--- config.mk ---
export PLATFORM = sky130hd
export DESIGN_NAME = button_bank
export DESIGN_NICKNAME = d
export VERILOG_FILES = /design/src/rtl/button_bank.sv
export SDC_FILE = /design/constraint.sdc
export NUM_CORES = 1
export LEC_CHECK = 0
export CORE_MARGIN = 4
export CORE_UTILIZATION = 36
export DETAILED_ROUTE_END_ITERATION = 7
export PLACE_DENSITY_LB_ADDON = 0.12
export SYNTH_ARGS = -nofsm -noshare
export SYNTH_HDL_FRONTEND = slang
export SYNTH_SLANG_ARGS = --single-unit
--- constraint.sdc ---
create_clock -name clk -period 2.2 [get_ports clk]
set_clock_uncertainty 0.2 [all_clocks]
set_input_delay 0.44 -clock clk [delete_from_list [all_inputs] [get_ports clk]]
set_output_delay 0.44 -clock clk [all_outputs]
set_load 0.05 [all_outputs]
--- src/rtl/button_bank.sv ---
// N-channel push-button conditioner: 2-flop synchroniser, stability counter and edge pulses per channel.
// Define BUTTON_BANK_REPEAT_EN to add hold-to-repeat press pulses.
module button_bank #(
  parameter int N_CH            = 5,
  parameter int DEBOUNCE_CYCLES = 1000000,
  parameter int REPEAT_DELAY    = 50000000,
  parameter int REPEAT_PERIOD   = 15000000
) (
  input  logic            clk,
  input  logic            rst,
  input  logic [N_CH-1:0] i_buttons,
  input  logic [N_CH-1:0] i_en,
  output logic [N_CH-1:0] o_level,
  output logic [N_CH-1:0] o_press,
  output logic [N_CH-1:0] o_release,
  output logic            o_any_press
);

  localparam int CW = $clog2(DEBOUNCE_CYCLES);
  localparam logic [CW-1:0] CNT_MAX = CW'(DEBOUNCE_CYCLES - 1);

  // Per-channel state is carried by the level flop itself.
  localparam logic IDLE = 1'b0;
  localparam logic HELD = 1'b1;

  logic [N_CH-1:0] sync1_q, sync1_d;
  logic [N_CH-1:0] sync2_q, sync2_d;
  logic [N_CH-1:0] level_q, level_d;
  logic [N_CH-1:0] press_q, press_d;
  logic [N_CH-1:0] release_q, release_d;
  logic            any_press_q, any_press_d;
  logic [CW-1:0]   cnt_q [N_CH];
  logic [CW-1:0]   cnt_d [N_CH];
  logic [N_CH-1:0] rise, fall;

`ifdef BUTTON_BANK_REPEAT_EN
  localparam int RMAX = (REPEAT_DELAY > REPEAT_PERIOD) ? REPEAT_DELAY : REPEAT_PERIOD;
  localparam int RW   = $clog2(RMAX);
  localparam logic [RW-1:0] RDLY_LOAD = RW'(REPEAT_DELAY - 1);
  localparam logic [RW-1:0] RPER_LOAD = RW'(REPEAT_PERIOD - 1);

  logic [RW-1:0]   rcnt_q [N_CH];
  logic [RW-1:0]   rcnt_d [N_CH];
  logic [N_CH-1:0] rep_fire;
`endif

  always_comb begin
    sync1_d = i_buttons;
    sync2_d = sync1_q;
    for (int unsigned i = 0; i < N_CH; i++) begin
      level_d[i] = level_q[i];
      cnt_d[i]   = '0;
      if (sync2_q[i] != level_q[i]) begin
        if (cnt_q[i] == CNT_MAX) level_d[i] = ~level_q[i];
        else                     cnt_d[i]   = cnt_q[i] + 1'b1;
      end
      rise[i] = (level_q[i] == IDLE) && (level_d[i] == HELD);
      fall[i] = (level_q[i] == HELD) && (level_d[i] == IDLE);

`ifdef BUTTON_BANK_REPEAT_EN
      // Counter runs regardless of i_en so the repeat phase survives a disable.
      rcnt_d[i]   = rcnt_q[i];
      rep_fire[i] = 1'b0;
      if (rise[i]) begin
        rcnt_d[i] = RDLY_LOAD;
      end else if ((level_q[i] == HELD) && (level_d[i] == HELD)) begin
        if (rcnt_q[i] == '0) begin
          rep_fire[i] = 1'b1;
          rcnt_d[i]   = RPER_LOAD;
        end else begin
          rcnt_d[i] = rcnt_q[i] - 1'b1;
        end
      end
      press_d[i] = (rise[i] | rep_fire[i]) & i_en[i];
`else
      press_d[i] = rise[i] & i_en[i];
`endif
      release_d[i] = fall[i] & i_en[i];
    end
    any_press_d = |press_d;
  end

  always_ff @(posedge clk or negedge rst) begin
    if (!rst) begin
      sync1_q     <= '0;
      sync2_q     <= '0;
      level_q     <= '0;
      press_q     <= '0;
      release_q   <= '0;
      any_press_q <= 1'b0;
      for (int unsigned i = 0; i < N_CH; i++) begin
        cnt_q[i]  <= '0;
`ifdef BUTTON_BANK_REPEAT_EN
        rcnt_q[i] <= '0;
`endif
      end
    end else begin
      sync1_q     <= sync1_d;
      sync2_q     <= sync2_d;
      level_q     <= level_d;
      press_q     <= press_d;
      release_q   <= release_d;
      any_press_q <= any_press_d;
      for (int unsigned i = 0; i < N_CH; i++) begin
        cnt_q[i]  <= cnt_d[i];
`ifdef BUTTON_BANK_REPEAT_EN
        rcnt_q[i] <= rcnt_d[i];
`endif
      end
    end
  end

  assign o_level     = level_q;
  assign o_press     = press_q;
  assign o_release   = release_q;
  assign o_any_press = any_press_q;

endmodule

* Yosys cells after proc, flatten, opt, wreduce, memory -nomap -nowiden
Cells that the tools add are included.
** Word-level totals
- Register bits :: 126
- Input port bits :: 12
- Output and inout port bits :: 16
** Cells by class
- $add $sub $neg :: 5
- Eq/ne operators :: 10
- Multiplexer cells :: 20
- Bitwise operators :: 20
- Reductions and logical operators :: 11
** Operators by type and width (count)
- 20-bit two-way mux :: 10
- 20-bit by 1-bit adder with 20-bit output (second input constant) :: 5
- 20-bit == test (second input constant) :: 5
- 1-bit bitwise AND :: 10
- 1-bit logical AND :: 10
- 1-bit two-way mux :: 10
- 1-bit NOT :: 10
- 1-bit != test :: 5
- 5-bit OR reduction :: 1

* Depth between registers and ports, before layout
- Depth in word-level cells :: 6
- Depth in mapped cells :: 7
- Depth with buffers taken out :: 5

* Worst setup path after synthesis
No wires, ideal clock.
- Path type :: reg-to-reg
- Start :: register cnt_q[20] in the netlist's numbering
- End :: register cnt_q[25] in the netlist's numbering
- Library setup time :: 0.121 ns
- Arrival :: 1.839 ns
- Required time :: 1.879 ns
- Slack :: 0.040 ns
- Cell stages (with the launch flop) :: 8
- Path buffers :: 2
- Period minus slack after synthesis :: 2.160 ns
- Cells stage by stage :: dfrtp_1 ha_1 nand4_1 or2_2 clkbuf_1 o31ai_4 buf_2 nor2_1
** RTL lines
- start: declaration :: RTL line 32 : logic [CW-1:0] cnt_q [N_CH];
- start signal: indexed assignment :: RTL line 105 : cnt_q[i] <= cnt_d[i];

* Final worst setup path
- Start :: register cnt_q[52] in the netlist's numbering
- End :: register release_q[2] (netlist: o_release[2])
** Between the ends
- Word-level cells in the longest chain between the ends :: 6
** RTL lines
- 20-bit == test :: RTL line 54 : if (cnt_q[i] == CNT_MAX) level_d[i] = ~level_q[i];
- 1-bit two-way mux :: RTL line 54
- 1-bit two-way mux :: RTL line 53 : if (sync2_q[i] != level_q[i]) begin
- 1-bit NOT :: RTL line 58 : fall[i] = (level_q[i] == HELD) && (level_d[i] == IDLE);
- 1-bit logical AND :: RTL line 58
- 1-bit bitwise AND :: RTL line 78 : release_d[i] = fall[i] & i_en[i];
- net release_d[2] :: RTL line 30 : logic [N_CH-1:0] release_q, release_d;
- end signal: assignment :: RTL line 102 : release_q <= release_d;
- end: declaration :: RTL line 30
The timed path passes the listed nets, and every way through them passes these cells.

==> impl_summary.log <==
[metrics] flop and latch count out of synthesis: ~130
[metrics] gp weighted congestion: around 0.8
[metrics] cell row count: 46
[metrics] GR Util All Layers: 0.1493
[metrics] power density normalized to cell area: 706.8 nW/um2
[metrics] Residual DRC: 0
[metrics] cells traversed along the worst timing path: or3_1 -> or4_1 -> or2_2 -> nor3_1
[metrics] worst-case hold slack: 0.1505 ns
[metrics] count of endpoints failing setup in the final report: 0
[metrics] maximum clock path buffer count: 2
[metrics] unrepaired setup endpoints after global routing: true
[metrics] clock latency reported for the late side of the worst-skew pair: 0.42 ns
[metrics] Hold EP: sync2_q[2]
[metrics] area share of the largest cell type after synthesis: 0.5328
[metrics] count of input and output buffers: 27
[metrics] CP Class: reg -> reg
[metrics] postcts setup bufs: 0
[metrics] I/O pin total: 28
[metrics] final core utilization: 0.4551
[metrics] achievable frequency: between 400 and 500 MHz
[metrics] global-route wire length before repair: between 20 and 25 mm
[metrics] die area: 18,550 um2
[metrics] startpoint types: register
[metrics] top area cells in the synthesized netlist: sky130_fd_sc_hd__dfrtp_1 53%, sky130_fd_sc_hd__xor2_1 5.3%, sky130_fd_sc_hd__nor2_1 4.9%
[metrics] length of the first detailed-routing pass in iterations: 4
[metrics] post-layout net count: 676
[metrics] pre-CTS worst setup slack: 0.04941 ns
[metrics] area growth from synthesis to layout: 23.04%
[metrics] Post-synth EDFFs: 0
[metrics] total of max-cap violations: 0
[metrics] post-synthesis cell area: around 5900 um2
[metrics] antenna violations before repair: 0
[metrics] number of fillers in the final layout: 1,538
[metrics] ratio of cells with drive above 1 in the final layout: 0.1520
[metrics] largest area contributor in the synthesized netlist: sky130_fd_sc_hd__dfrtp_1
[metrics] worst slew margin relative to its limit: 0.6575
[metrics] run status: finished, final reports clean
[metrics] WHS Path Cells: 0
[metrics] instance count of the mapped netlist: just under 600
[metrics] source of the worst hold timing path: sync1_q[2]
[metrics] max-slew violation count: 0
[metrics] most frequent cells in the layout: 126 x sky130_fd_sc_hd__dfrtp_1, 78 x sky130_fd_sc_hd__nor2_1, 46 x sky130_fd_sc_hd__nand2_1
[metrics] Worst IR Drop VDD: between 0.5 and 0.6 mV
[metrics] slowest library cell on the worst path: sky130_fd_sc_hd__or4_1
[metrics] library cells used by synthesis: 41
[metrics] Avg WL per Cell: 14.06 um
[metrics] final non-filler cell area: 7282 um2
[metrics] Clock Root Buffer: sky130_fd_sc_hd__clkbuf_16
[metrics] share of the clock period used by the worst path after layout: 0.9657
[metrics] worst path arrival time: 2.23 ns
[metrics] portion of netlist area occupied by mux cells: 0.009514
[metrics] final cell count without fillers: 887
[metrics] Iteration-0 DRC Markers: 270
[metrics] Antenna Violating Nets Remaining: 0
[metrics] half-perimeter wire length after placement: 8.705 mm
[metrics] setup total negative slack: 0 ns
[metrics] register area share after synthesis: 0.5328
[metrics] Antenna Diode Count: 0
[metrics] number of sinks on the clock net: between 100 and 150
[metrics] r2r endpoint: o_release[2]
[metrics] Die Y: 136.2 um
[metrics] maximum fanout along the worst path: 3
[metrics] ratio of routed vias to standard cells: 5.122
[metrics] core area: 16,000 um2
[metrics] simple-gate area share of the yosys netlist: 0.2638
[metrics] Worst Setup Slack, final: approximately 0.076 ns
[metrics] actual slew at the worst max-slew pin: a little over 0.5 ns
[metrics] overflow left after global routing: 0
[metrics] total CTS buffers: 17
[metrics] leakage power: 3.167 nW
[metrics] H-tree lvl count: 4
[metrics] WP data required: roughly 2.3 ns
[metrics] syn nets: 609
[metrics] TritonCTS clock tree: built
[metrics] combinational family with the most area after synthesis: simple AND/OR/NAND/NOR gates
[metrics] dominant synthesized flop cell: sky130_fd_sc_hd__dfrtp_1
[metrics] adder-cell share of the synthesized area: 0.01057
[metrics] Placed Instances: between 800 and 900
[metrics] Tmin final: 2.124 ns
[metrics] pin count of the biggest net entering global routing: 55
[metrics] largest stage delay on the critical path: 0.47 ns
[metrics] Crit. End Element: register
[metrics] number of global-route vias before repair: approximately 4,600
[metrics] sum of internal, switching and leakage power: 5.147 mW
[metrics] starting density of the core: 0.3699
[metrics] worst reg-to-reg path cell count: 4
[metrics] standard cell area after detailed placement: approximately 6700 um2
[metrics] worst reg2reg startpoint: cnt_q[52]
[metrics] register-to-register setup slack: 0.08 ns
[metrics] total wire length after detailed routing: 12.47 mm
[metrics] worst min-delay path class: reg -> reg
[metrics] compound-cell area share of the yosys netlist: 0.06617
[metrics] vias: 4,543
[metrics] yosys warns: 0
[metrics] Async SR Flop Fraction: 1.000
[metrics] Synth Area in XOR/XNOR: 0.09471
[metrics] Die W: around 140 um
[metrics] Post-Syn Area per Cell: ~10 um2
[metrics] CTS clk-pin slew, worst paths: 0.05 ns
[metrics] Hold Violations, Final: 0
[metrics] commonest non-fill, non-tap cell in the layout: sky130_fd_sc_hd__dfrtp_1
final cells by class:
cell class | count | area (um2) | share of cell area
clock buffer | 24 | 481.7 | 0.06615
tap | 216 | 270.3 | 0.03711
multi-input combinational | 433 | 2664 | 0.3658
clock inverter | 7 | 62.56 | 0.008591
inverter | 13 | 48.80 | 0.006701
timing repair buffer | 68 | 601.8 | 0.08265
sequential | 126 | 3153 | 0.4330
metal layers:
layer  vias to the layer above  routed length, um  track usage
met1                      2217               5868       0.1932
li1                       2238                  -            -
met5                         -                  0            0
met3                        21                443      0.04293
met4                         0                267      0.06271
met2                        67               5895       0.2347
registers in the layout, indices dropped and copies added (netlist names):
signal       count
cnt_q          100
o_any_press      1
o_level          5
o_press          5
o_release        5
sync1_q          5
sync2_q          5
kinds of logic after synthesis:
family                   count (synthesis)
AO/OA/AOI/OAI                           66
flip-flops                             126
buffers and inverters                   33
AND/OR/NAND/NOR                        293
XOR/XNOR                                64
multiplexers                             5
adder cells (fa/ha/maj)                  5
cells in the mapped netlist (all sizes together), types with 9 or more instances:
library cell,count
dfrtp,126
nor2,78
nand2,46
xor2,36
nand3,35
a21oi,30
xnor2,28
nand4,24
o21ai,21
or3,20
and3,17
or4,15
nor4,14
clkbuf,13
inv,13
and4,12
nor3,9
o31ai,9
worst max-delay path by stage:
stage	from	end	depth (start not counted)
2_1_floorplan	cnt_q[20]	cnt_q[25]	7
3_3_place_gp	cnt_q[52]	o_any_press	4
3_5_place_dp	cnt_q[52]	o_any_press	4
4_1_cts	o_release[1]	o_release[1]	1
5_1_grt	cnt_q[20]	cnt_q[38]	5
6_report	cnt_q[52]	o_release[2]	4
where the power goes:
group / total, mW / switching (mW) / internal [mW]
registers: 2.38 / 0.0320 / 2.35
clock network: 2.58 / 0.960 / 1.62
logic: 0.180 / 0.109 / 0.0708
critical path: cells and delay by family, from the launching register on:
kind / cells / cell delay, ns
AND/OR/NAND/NOR: 4 / 1.45
flip-flops: 1 / 0.37
repair_timing:
action	CTS	global route
endpoints found under the setup margin	5	21
hold endpoints to repair	24	0
hold buffers	1	0
resized for setup	5	12
cloned	0	0
No activity file was read; power rests on OpenSTA's default activity.
